## config.mk

```make
export PLATFORM = sky130hd
export DESIGN_NAME = keccak_sponge_control
export DESIGN_NICKNAME = d
export VERILOG_FILES = /design/src/rtl/keccak_sponge_pkg.sv /design/src/rtl/keccak_lane_counter.sv /design/src/rtl/keccak_sponge_control.sv
export SDC_FILE = /design/constraint.sdc
export NUM_CORES = 1
export LEC_CHECK = 0
export BUFFER_PORTS_ARGS = -buffer_cell sky130_fd_sc_hd__buf_2
export CORE_MARGIN = 2
export CORE_UTILIZATION = 40
export DETAILED_ROUTE_END_ITERATION = 12
export SYNTH_ARGS = -nofsm -noshare
export SYNTH_HDL_FRONTEND = slang
export SYNTH_SLANG_ARGS = --single-unit
```

## constraint.sdc

```tcl
create_clock -name Clock -period 4.9 [get_ports Clock]
set_clock_uncertainty 0.2 [all_clocks]
set_input_delay 0.98 -clock Clock [delete_from_list [all_inputs] [get_ports Clock]]
set_output_delay 0.98 -clock Clock [all_outputs]
set_load 0.05 [all_outputs]
```

## src/rtl/keccak_sponge_pkg.sv

```systemverilog
// Shared types and widths for the Keccak sponge controller and its lane counter.
package keccak_sponge_pkg;

    localparam int LANE_W  = 5;
    localparam int BLOCK_W = 8;

    typedef enum logic [3:0] {
        IDLE    = 4'b0001,
        ABSORB  = 4'b0010,
        PERM    = 4'b0100,
        SQUEEZE = 4'b1000
    } sponge_state_t;

endpackage

```

## src/rtl/keccak_lane_counter.sv

```systemverilog
// Lane index counter with synchronous clear, increment enable and runtime terminal count.
module keccak_lane_counter
    import keccak_sponge_pkg::*;
(
    input  logic              clk,
    input  logic              clear,
    input  logic              inc,
    input  logic [LANE_W-1:0] limit,
    output logic [LANE_W-1:0] idx,
    output logic              at_limit
);

    assign at_limit = (idx == limit);

    // NOTE: sequential state is written with non-blocking assignments only, so every
    // always_ff reads the pre-edge values regardless of evaluation order.
    always_ff @(posedge clk) begin
        if (clear) begin
            idx <= '0;
        end else if (inc) begin
            idx <= at_limit ? '0 : idx + 1'b1;
        end
    end

endmodule

```

## src/rtl/keccak_sponge_control.sv

```systemverilog
// Sponge sequencing: absorb rate lanes, run the permutation, squeeze output lanes.
module keccak_sponge_control
    import keccak_sponge_pkg::*;
#(
    parameter int RATE_LANES = 17,
    parameter int OUT_LANES  = 4
) (
    input  logic               Clock,
    input  logic               Reset,
    input  logic               Start,
    input  logic               InValid,
    input  logic               InLast,
    output logic               InReady,
    output logic               AbsorbEn,
    output logic               StateClear,
    output logic [LANE_W-1:0]  LaneIdx,
    output logic               PermReset,
    input  logic               PermReady,
    output logic               OutValid,
    input  logic               OutReady,
    output logic               OutLast,
    output logic               Busy,
    output logic [BLOCK_W-1:0] BlockCount
);

    sponge_state_t     state;
    logic              last_flag;
    logic              perm_first;
    logic              lane_clear;
    logic              lane_inc;
    logic              lane_at_limit;
    logic [LANE_W-1:0] lane_limit;

    // Outputs are decoded from the one-hot state register; only StateClear and
    // AbsorbEn also follow same-cycle inputs, and both are suppressed under Reset.
    assign InReady    = (state == ABSORB);
    assign AbsorbEn   = (state == ABSORB) && InValid && !Reset;
    assign StateClear = (state == IDLE) && Start && !Reset;
    assign PermReset  = (state != PERM);
    assign OutValid   = (state == SQUEEZE);
    assign OutLast    = (state == SQUEEZE) && lane_at_limit;
    assign Busy       = (state != IDLE);

    assign lane_clear = Reset || StateClear;
    assign lane_inc   = ((state == ABSORB) && InValid) || ((state == SQUEEZE) && OutReady);
    assign lane_limit = (state == SQUEEZE) ? LANE_W'(OUT_LANES - 1) : LANE_W'(RATE_LANES - 1);

    keccak_lane_counter u_lane_counter (
        .clk      (Clock),
        .clear    (lane_clear),
        .inc      (lane_inc),
        .limit    (lane_limit),
        .idx      (LaneIdx),
        .at_limit (lane_at_limit)
    );

    always_ff @(posedge Clock) begin
        if (Reset) begin
            state      <= IDLE;
            last_flag  <= 1'b0;
            perm_first <= 1'b0;
            BlockCount <= '0;
        end else begin
            case (state)
                IDLE: begin
                    if (Start) begin
                        BlockCount <= '0;
                        last_flag  <= 1'b0;
                        state      <= ABSORB;
                    end
                end
                ABSORB: begin
                    if (InValid && lane_at_limit) begin
                        last_flag  <= InLast;
                        perm_first <= 1'b1;
                        if (BlockCount != '1) BlockCount <= BlockCount + 1'b1;
                        state      <= PERM;
                    end
                end
                PERM: begin
                    // The round controller's Ready may still be high from the previous run.
                    perm_first <= 1'b0;
                    if (!perm_first && PermReady) begin
                        state <= last_flag ? SQUEEZE : ABSORB;
                    end
                end
                SQUEEZE: begin
                    if (OutReady && lane_at_limit) state <= IDLE;
                end
                default: state <= IDLE;
            endcase
        end
    end

endmodule

```

==> results.md <==
- The met3 track utilization from global routing is 0.0492.
- The analysis attributes to cell leakage a power of 0.500 nW.
- The worst endpoint data arrival time is ~1.9 ns.
- The kind of cell adding the most delay to the critical path is simple AND/OR/NAND/NOR gates.
- Headroom to the max-slew limit came out at 0.478.
- The worst-case setup slack after placement is roughly 2.1 ns.
- Across the VDD grid, the largest voltage drop is 0.210 mV.
- Derived from the worst setup path, the maximum achievable clock frequency is 323 MHz.
- Summed over all layers, the routed wires come to 2390 µm.
- The yosys synthesis warning count is 0.
- The mean number of vias per cell is 5.69.
- The clock sink total is 19.
- The core outline area is 0.00248 mm².
- The routed via count is 1012.
- The worst min-delay path category is reg -> reg.
- The number of unique standard cell types used by synthesis is 39.
- The post-cts resize count is 0.
- The detailed router finished its first iteration with 41 violations.
- In this run, post-CTS hold repair placed 0 buffers.
- The pin count of the biggest net entering global routing is 16.
- The post-placement cell count is approximately 170.
- After clock tree synthesis, the clock-pin slew on the worst setup and hold paths is 0.11 ns.
- The reg2reg setup slack is approximately 2.5 ns.
- The transition time at the pin with the least slew margin is 0.768 ns.
- The post-route worst hold slack is 0.293 ns.
- The layout net count is 158.
- The ratio of cells with drive above 1 in the final layout is 0.264.
- The die is 55.2 µm wide.
- The sequential element share of the synthesized area is 0.363.
- Once detail routing completed, the nets flagged for antenna violations numbered 0.
- The number of clock buffers added by TritonCTS is 3.
- By area the synthesized netlist is led by dfxtp_1, nand2_1, mux2i_1, a21oi_1, or4_1.
- For the worst setup path, the data required time is approximately 3.7 ns.
- The global-route layer with the greatest usage is met2.
- The number of hold violations in the final report is 0.
- With fillers left out, the area of the finished cells amounts to 0.00122 mm².
- The number of enable-type register cells in the synthesized netlist is 0.
- The clock tree from TritonCTS is yes.
- The worst setup margin is between 1.5 and 2 ns.
- The total power divided by cell area is between 200 and 250 mW/mm².
- In this run the mean area of a mapped cell was 8.67 µm².
- Setup repair after global routing left no endpoint under its margin.
- The final total power is 292 µW.
- The critical path goes through nor4b_1, nand2_1, nor2_1, buf_2.
- The run finished with clean final reports.
- The most frequently used cell type in the post-synthesis netlist is dfxtp_1.
- The utilization after layout is 0.494.
- The placed standard-cell area is 0.00120 mm².
- The number of setup buffers added after CTS is 0.
- The maximum net fanout on the critical path is 5.
- The number of cells on the critical path is 4.
- The worst setup path is captured at a primary output.
- The cell taking the most area after synthesis is dfxtp_1.
- Pin placement for this block handled 27 I/O pins.
- In the final routed layout, each cell accounts on average for 13.4 µm.
- The largest individual stage delay along the critical path comes from the cell nor4b_1.
- The reg-to-reg endpoint is perm_first$_SDFFE_PP0P_.
- The register bit count reported by yosys is 19.
- The startpoint of the worst register-to-register path is state[0]$_SDFFE_PP1P_.
- In the synthesized netlist the async set-or-reset flop fraction comes to 0.
- The layout-stage area growth over the synthesis result is 16.8%.
- The global-route track usage on met2 is 0.248.
- The number of antenna violations at the first check in global routing is 0.
- The maximum level of the CTS H-tree is 1.
- For this run, the number of standard cells in the final layout without fillers is 178.
- The first-pass detailed-route iteration total is 4.
- The via count of the first global-routing pass is 833.
- On the worst path, the slowest cell contributes a delay of 0.64 ns.
- Following the worst setup path forward leads to its endpoint at StateClear.
- The post-synthesis instance area is between 0.001 and 0.0015 mm².
- The initial standard-cell utilization of the core is 0.423.
- The congestion estimate from routability-driven global placement came to 0.755.
- The final setup TNS is 0 ns.
- Across every metal layer, demand over resource in global routing totals 0.158.
- The global-route met1 utilization is 0.218.
- The total congestion overflow after global routing is 0.
- In this run the deepest clock path goes through 2 buffers.
- Among all flip-flop cells after synthesis, the most frequent one is dfxtp_1.
- The cell count after synthesis is 121.
- Counting cells, the worst reg-to-reg path comes to 4.
- The clock insertion delay at the later pin of the skew report is 0.30 ns.
- The commonest cells after synthesis are dfxtp_1, nand2_1, nor2_1.
- The type of the setup path with the least slack is reg -> out.
- In this run the worst setup path begins at state[0]$_SDFFE_PP1P_.
- The portion of the clock cycle consumed by the worst path in the final layout is 0.632.
- The total nets after synthesis is 130.
- The time the worst path needs with I/O delays and setup is ~3.1 ns.
- The first-pass GRT wire length is 3930 µm.
- The number of antenna diodes in the final layout is 0.
- The number of buffers and inverters on the critical path is 1.
- The reported max-cap violation count is 0.
- The element type at the critical path start is a register.
- The quantity of I/O buffers inserted on ports is 26.
- Setup violations remaining at the end of the flow were counted as 0.
- The cell at the root of the clock tree is clkbuf_4.
- The wire-length estimate of the detail-placed layout is 1770 µm.
- The floorplan die height is ~55 µm.
- The number of DRC violations after detailed routing is 0.
- The final max-slew violation count is 0.
- The area of the die is 0.00305 mm².
- The area share of the largest cell type after synthesis is 0.363.
- In this run the core area contains 18 standard-cell rows.
- The number of filler instances in the final layout is 238.
## cell usage in the layout (no fill, tap or decap), types with 4 or more instances in the layout
| cell type | instances |
|---|---|
| nor2_1 | 9 |
| nand2_1 | 14 |
| nand3_1 | 6 |
| mux2i_1 | 5 |
| inv_1 | 6 |
| buf_2 | 26 |
| o21ai_0 | 4 |
| a21oi_1 | 8 |
| or4_1 | 5 |
| dfxtp_1 | 19 |
| o31ai_1 | 4 |
## tightest hold or removal path, stage by stage (launching register included)
cell     delay, ns
dfxtp_1       0.34
nand2_1       0.06
mux2i_1       0.05
## flip-flops by register name, indices dropped and copies added (netlist names)
register,cells
BlockCount,8
u_lane_counter.idx,5
state,4
last_flag,1
perm_first,1
## power breakdown
part | total (mW) | switching [mW] | leakage [nW] | internal [mW]
clock | 0.0797 | 0.0492 | 0.0177 | 0.0304
sequential | 0.161 | 0.00390 | 0.153 | 0.158
combinational | 0.0506 | 0.0348 | 0.329 | 0.0158
## worst min path at each step
stage / start / end / cells after the start
2_1_floorplan: last_flag$_SDFFE_PP0P_ / last_flag$_SDFFE_PP0P_ / 2
3_3_place_gp: last_flag$_SDFFE_PP0P_ / last_flag$_SDFFE_PP0P_ / 2
3_5_place_dp: last_flag$_SDFFE_PP0P_ / last_flag$_SDFFE_PP0P_ / 2
4_1_cts: last_flag$_SDFFE_PP0P_ / last_flag$_SDFFE_PP0P_ / 2
5_1_grt: BlockCount[7]$_SDFFE_PP0P_ / BlockCount[7]$_SDFFE_PP0P_ / 2
6_report: last_flag$_SDFFE_PP0P_ / last_flag$_SDFFE_PP0P_ / 2
## cell families after synthesis
| family | Yosys count | synth area share |
|---|---|---|
| AOI/OAI and AO/OA | 28 | 0.191 |
| DFF | 19 | 0.363 |
| buffers and inverters | 9 | 0.0394 |
| adders and majority gates | 2 | 0.0239 |
| muxes | 7 | 0.0716 |
| and+or+nand+nor | 56 | 0.311 |
## area by class of cell
cell class | count | area, µm² | area share
Multi-Input combinational cell | 93 | 627 | 0.512
Tap cell | 30 | 37.5 | 0.0306
Timing Repair Buffer | 26 | 130 | 0.106
Inverter | 6 | 22.5 | 0.0184
Clock inverter | 1 | 5.00 | 0.00409
Clock buffer | 3 | 22.5 | 0.0184
Sequential cell | 19 | 380 | 0.311
## layer usage
layer  vias up  part of all wire
met3         2             0.042
li1        512                 -
met4         0            0.0050
met2        22              0.47
met1       476              0.48
met5         -                 0
Note: power is estimated with default switching activity, not from simulation.
